--- src/rtl/seg7_encode.sv ---
// Seven-segment pattern encoder: debounces an active-low segment bus and emits each newly
// stable pattern once as a digit code. Define SEG7_ENCODE_DP_EN to add decimal-point decode and port dp.
module seg7_encode #(
    parameter int unsigned STABLE_CYCLES = 4
) (
    input  logic       clk,
    input  logic       reset,
    input  logic [7:0] seg_in,
    input  logic       seg_valid,
    output logic [3:0] num,
    output logic       blank,
    output logic       err,
    output logic       out_valid,
    input  logic       out_ready
`ifdef SEG7_ENCODE_DP_EN
    ,
    output logic       dp
`endif
);

    localparam int unsigned PAT_W = 8;
    localparam int unsigned CNT_W = 8;
    localparam int unsigned RES_W = 6;
    localparam logic [CNT_W-1:0] CNT_MAX = '1;
    localparam logic [CNT_W-1:0] STABLE  = CNT_W'(STABLE_CYCLES);

    typedef enum logic [1:0] {
        IDLE = 2'd0,
        QUAL = 2'd1,
        PEND = 2'd2,
        DONE = 2'd3
    } state_t;

    state_t            state, state_nxt;
    logic [PAT_W-1:0]  cand, cand_nxt;
    logic              cand_vld, cand_vld_nxt;
    logic [CNT_W-1:0]  cnt, cnt_nxt;
    logic [PAT_W-1:0]  last, last_nxt;
    logic              last_vld, last_vld_nxt;
    logic [PAT_W-1:0]  pat, pat_nxt;
    logic [RES_W-1:0]  res_nxt;
    logic              out_valid_nxt;
    logic              dp_nxt;
    logic              accept_c;
    logic              hold_c;
    logic              qual_c;

    // Result packing: {num, blank, err}
    function automatic logic [RES_W-1:0] decode(input logic [PAT_W-1:0] p);
        case (p)
            8'hC0:   decode = {4'd0,  2'b00};
            8'hF9:   decode = {4'd1,  2'b00};
            8'hA4:   decode = {4'd2,  2'b00};
            8'hB0:   decode = {4'd3,  2'b00};
            8'h99:   decode = {4'd4,  2'b00};
            8'h92:   decode = {4'd5,  2'b00};
            8'h82:   decode = {4'd6,  2'b00};
            8'hF8:   decode = {4'd7,  2'b00};
            8'h80:   decode = {4'd8,  2'b00};
            8'h90:   decode = {4'd9,  2'b00};
            8'h00:   decode = {4'd10, 2'b00};
            8'hBE:   decode = {4'd11, 2'b00};
            8'hFF:   decode = {4'd0,  2'b10};
            default: decode = {4'd0,  2'b01};
        endcase
    endfunction

    // State and datapath registers
    always_ff @(posedge clk) begin
        if (reset) begin
            state     <= IDLE;
            cand      <= '0;
            cand_vld  <= 1'b0;
            cnt       <= '0;
            last      <= '0;
            last_vld  <= 1'b0;
            pat       <= '0;
            num       <= '0;
            blank     <= 1'b0;
            err       <= 1'b0;
            out_valid <= 1'b0;
`ifdef SEG7_ENCODE_DP_EN
            dp        <= 1'b0;
`endif
        end else begin
            state     <= state_nxt;
            cand      <= cand_nxt;
            cand_vld  <= cand_vld_nxt;
            cnt       <= cnt_nxt;
            last      <= last_nxt;
            last_vld  <= last_vld_nxt;
            pat       <= pat_nxt;
            {num, blank, err} <= res_nxt;
            out_valid <= out_valid_nxt;
`ifdef SEG7_ENCODE_DP_EN
            dp        <= dp_nxt;
`endif
        end
    end

    // Filter, emission decision and next state
    always_comb begin
        state_nxt     = state;
        cand_nxt      = cand;
        cand_vld_nxt  = cand_vld;
        cnt_nxt       = cnt;
        last_nxt      = last;
        last_vld_nxt  = last_vld;
        pat_nxt       = pat;
        res_nxt       = {num, blank, err};
        out_valid_nxt = out_valid;
        dp_nxt        = 1'b0;
`ifdef SEG7_ENCODE_DP_EN
        dp_nxt        = dp;
`endif

        if (seg_valid) begin
            if (cand_vld && seg_in == cand) begin
                cnt_nxt = (cnt == CNT_MAX) ? CNT_MAX : cnt + CNT_W'(1);
            end else begin
                cand_nxt     = seg_in;
                cand_vld_nxt = 1'b1;
                cnt_nxt      = CNT_W'(1);
            end
        end else begin
            cnt_nxt = '0;
        end

        accept_c = (state == PEND) && out_ready;
        hold_c   = (state == PEND) && !out_ready;
        qual_c   = (cnt_nxt >= STABLE);

        if (accept_c) begin
            last_nxt      = pat;
            last_vld_nxt  = 1'b1;
            out_valid_nxt = 1'b0;
        end

        // A qualified pattern that differs from the last accepted one loads a new result
        if (!hold_c && qual_c && (!last_vld_nxt || cand_nxt != last_nxt)) begin
            out_valid_nxt = 1'b1;
            pat_nxt       = cand_nxt;
`ifdef SEG7_ENCODE_DP_EN
            res_nxt       = decode({1'b1, cand_nxt[6:0]});
            dp_nxt        = ~cand_nxt[7];
`else
            res_nxt       = decode(cand_nxt);
`endif
        end

        if (out_valid_nxt)       state_nxt = PEND;
        else if (cnt_nxt == '0)  state_nxt = IDLE;
        else if (!qual_c)        state_nxt = QUAL;
        else                     state_nxt = DONE;
    end

`ifndef SEG7_ENCODE_DP_EN
    logic unused_dp;
    assign unused_dp = dp_nxt;
`endif

endmodule

--- config.mk ---
export PLATFORM = sky130hd
export DESIGN_NAME = seg7_encode
export DESIGN_NICKNAME = d
export VERILOG_FILES = /design/src/rtl/seg7_encode.sv
export SDC_FILE = /design/constraint.sdc
export NUM_CORES = 1
export LEC_CHECK = 0
export ABC_AREA = 1
export CAP_MARGIN = 20
export CORE_MARGIN = 2
export CORE_UTILIZATION = 52
export DETAILED_ROUTE_END_ITERATION = 10
export GPL_TIMING_DRIVEN = 0
export PLACE_DENSITY_LB_ADDON = 0.08
export SLEW_MARGIN = 20
export SYNTH_ARGS = -nofsm -noshare
export SYNTH_HDL_FRONTEND = slang
export SYNTH_SLANG_ARGS = --single-unit
--- constraint.sdc ---
create_clock -name clk -period 1.9 [get_ports clk]
set_clock_uncertainty 0.05 [all_clocks]
set_input_delay 0.19 -clock clk [delete_from_list [all_inputs] [get_ports clk]]
set_output_delay 0.19 -clock clk [all_outputs]
set_load 0.01 [all_outputs]
==> metrics.cfg <==
[synth]
syn_nets=391
synthSimpleGateAreaFrac=0.4249
synth-seq-cells=43
synth_cell_types=32
synth_top_area_share=0.3505
synth-compound-area-share=0.1075
synth-xor-area-share=0.01426
avgSynthCellArea_sq_um=6.498
synthMuxAreaShare=0
synth.area.top_cells=dfxtp_1 35%, nand2_1 18%, nor2_1 8.7%
syn_inst=378
syn_area_sq_um=2456
yosysSeqAreaShare=0.3505
synth_fa_ha_area_frac=0.005094
synth_top_family_by_area=simple AND/OR/NAND/NOR gates
yosys_warnings=0
yosys.area.top_type=dfxtp_1

[worst_setup_path]
worst-path-buf-inv=3
cp-end-kind=register
arrival_ns=2.14
start_kind=register
max_stage_delay_ns=0.37
path_cells=ha_4 -> nand3_4 -> buf_4 -> nand2_1 -> nand2_1 -> nand2_2 -> o31ai_4 -> nand2_4 -> buf_6 -> buf_6 -> nand4_1 -> a21oi_2
critical-path-top-delay-family=simple AND/OR/NAND/NOR gates
path_depth=12
ff2ff_path_depth=12
reg2reg_setup_slack_ns=-0.13
cp_data_required_time_ns=2.01
crit_start=cnt[0]
crit_type=reg -> reg
crit_path_end=pat[6]
path_max_fanout=5
cp_slowest_cell=dfxtp_4
reg2reg_to=pat[6]
r2r-start=cnt[0]

[drt]
drt_iter0_markers=150
wl_per_cell_microns=13.94
via_per_inst=5.281
first_pass_iters=4
vias=2540
ant_nets=0
wl_mm=6.707
drc=0

[floorplan]
fp.coreArea_sq_um=4629
die_h_microns=72.73
pin_count=19
die_x_microns=72.73
rows=25
start_util=0.5305
dieArea_sq_um=5289

[clocking]
root_buffer=clkbuf_8
cts_hold_buf=0
cts_tree=yes
cts_sinks=43
cts_max_path_buffers=2
numCtsBuffers=5
path_clk_slew_ns=0.09
h-tree-depth=2
insertion_delay_ns=0.30

[sta]
timing.fmax_ghz=0.4924
min_period_ns=2.031
worst_pin_slew_ns=0.6583
slew_violations=0
layout_setup_ws_ns=-0.1311
timing.slew.headroom=0.5611
period_share=1.069
timing.final.hold_violations=0
rsz0062_at_grt=yes
setup_viol=16

[final_layout]
area_growth_pct=32.81
drive_above_1_share=0.2787
final_common_cell=nand2_1
final_cell_mix=108 x nand2_1, 52 x nor2_1, 37 x inv_1
fin_cells=481
layout.nets=439
stdcell_area_sq_um=3262
antenna_cells=0

[placed_design]
hpwl_mm=4.406
numPortBuffers=17
placed_cell_area_sq_um=2711
dp.cells=449
gp_congestion=0.8367

[global_route]
grt_max_degree=14
grt_pass1_wl_mm=10.45
grt_util_all_layers=0.2572
grt_antenna_before_repair=0
gr-total-overflow=0
grt_pass1_vias=2304

[run_status]
status=complete, but fails checks
failed_checks=negative setup slack

[hold_path]
hp-class=in -> reg
holdPathStages=2

[job]
drv_cap=0

[pwr]
total_power_w=0.001805
p_leak_nw=1.397
ir_drop_v=0.0004085
power.density_nw_per_um2=553.3

-- final cells by class --
cell class | count | area [sq um]
Multi-Input combinational cell | 277 | 1572
Fill cell | 394 | 1368
Sequential cell | 43 | 883.3
Timing Repair Buffer | 41 | 375.4
Inverter | 48 | 180.2
Clock buffer | 7 | 96.34
Buffer | 10 | 80.08
Tap cell | 54 | 67.56
Clock inverter | 1 | 7.507
-- stage by stage --
step	worst slack, ns	hold WS (ns)	TNS [ns]	util
after floorplan	0.02102	0.3264	0	-
after global placement	-0.7471	0.3983	-9.851	0.5857
after detailed placement	-0.7723	0.4006	-10.13	0.5857
after CTS	-0.08797	0.2346	-0.7241	0.6859
after global routing	-0.2145	0.2494	-3.006	0.7046
final	-0.1311	0.2359	-1.464	0.7046
-- report_power, final --
| part | leakage, nW | switching, W | internal (W) |
|---|---|---|---|
| sequential | 0.355 | 0.00000858 | 0.000911 |
| combinational | 0.991 | 0.000157 | 0.0000754 |
| clock | 0.0505 | 0.000322 | 0.000331 |
-- metal layers --
metal  routed length, microns  global-route usage  vias up
met1                     2956              0.3247     1166
met4                       78             0.07613        0
li1                         -                   -     1300
met3                      320             0.04144        7
met2                     3351              0.4505       67
met5                        0                   0        -
-- logic make-up (layout without fill, tap and decap cells) --
logic type | Yosys count | in the layout
xor gates and xnor gates | 4 | 4
and+or+nand+nor | 234 | 234
AOI/OAI and AO/OA | 38 | 38
adders and majority gates | 1 | 1
buffers and inverters | 58 | 107
DFF | 43 | 43
-- sequential cells by signal (all words and copies together) (netlist names) --
| signal | flops |
|---|---|
| last_vld | 1 |
| state | 2 |
| last | 8 |
| out_valid | 1 |
| err | 1 |
| cand_vld | 1 |
| cand | 8 |
| cnt | 8 |
| num | 4 |
| blank | 1 |
| pat | 8 |
-- worst min path at each step --
| stage | start | to | slack, ns |
|---|---|---|---|
| after global routing | reset | cnt[3] | 0.25 |
| final | reset | cnt[3] | 0.24 |
| after detailed placement | pat[6] | pat[6] | 0.40 |
| after floorplan | seg_valid | cand_vld | 0.33 |
| after CTS | reset | cnt[2] | 0.23 |
| after global placement | cand_vld | cand_vld | 0.40 |
-- cells in the mapped netlist, drive strengths merged --
| master | number |
|---|---|
| ha | 1 |
| o31ai | 3 |
| nor3 | 4 |
| o21bai | 1 |
| clkbuf | 5 |
| o211ai | 2 |
| dfxtp | 43 |
| nand3b | 2 |
| nor2 | 60 |
| nor4 | 1 |
| o22ai | 1 |
| a21oi | 18 |
| nand2 | 125 |
| buf | 5 |
| nand3 | 23 |
| o21ai | 13 |
| inv | 48 |
| nand4 | 17 |
| xnor2 | 3 |
| xor2 | 1 |
| and2 | 2 |
-- timing repair --
item                                   CTS  global route
pin swaps                               21            20
setup buffers                           21             2
setup endpoints to repair               16            16
resized for setup                       64            26
endpoints found under the hold margin    0             0
gates cloned                             2             0
Note: power is estimated with default switching activity, not from simulation.
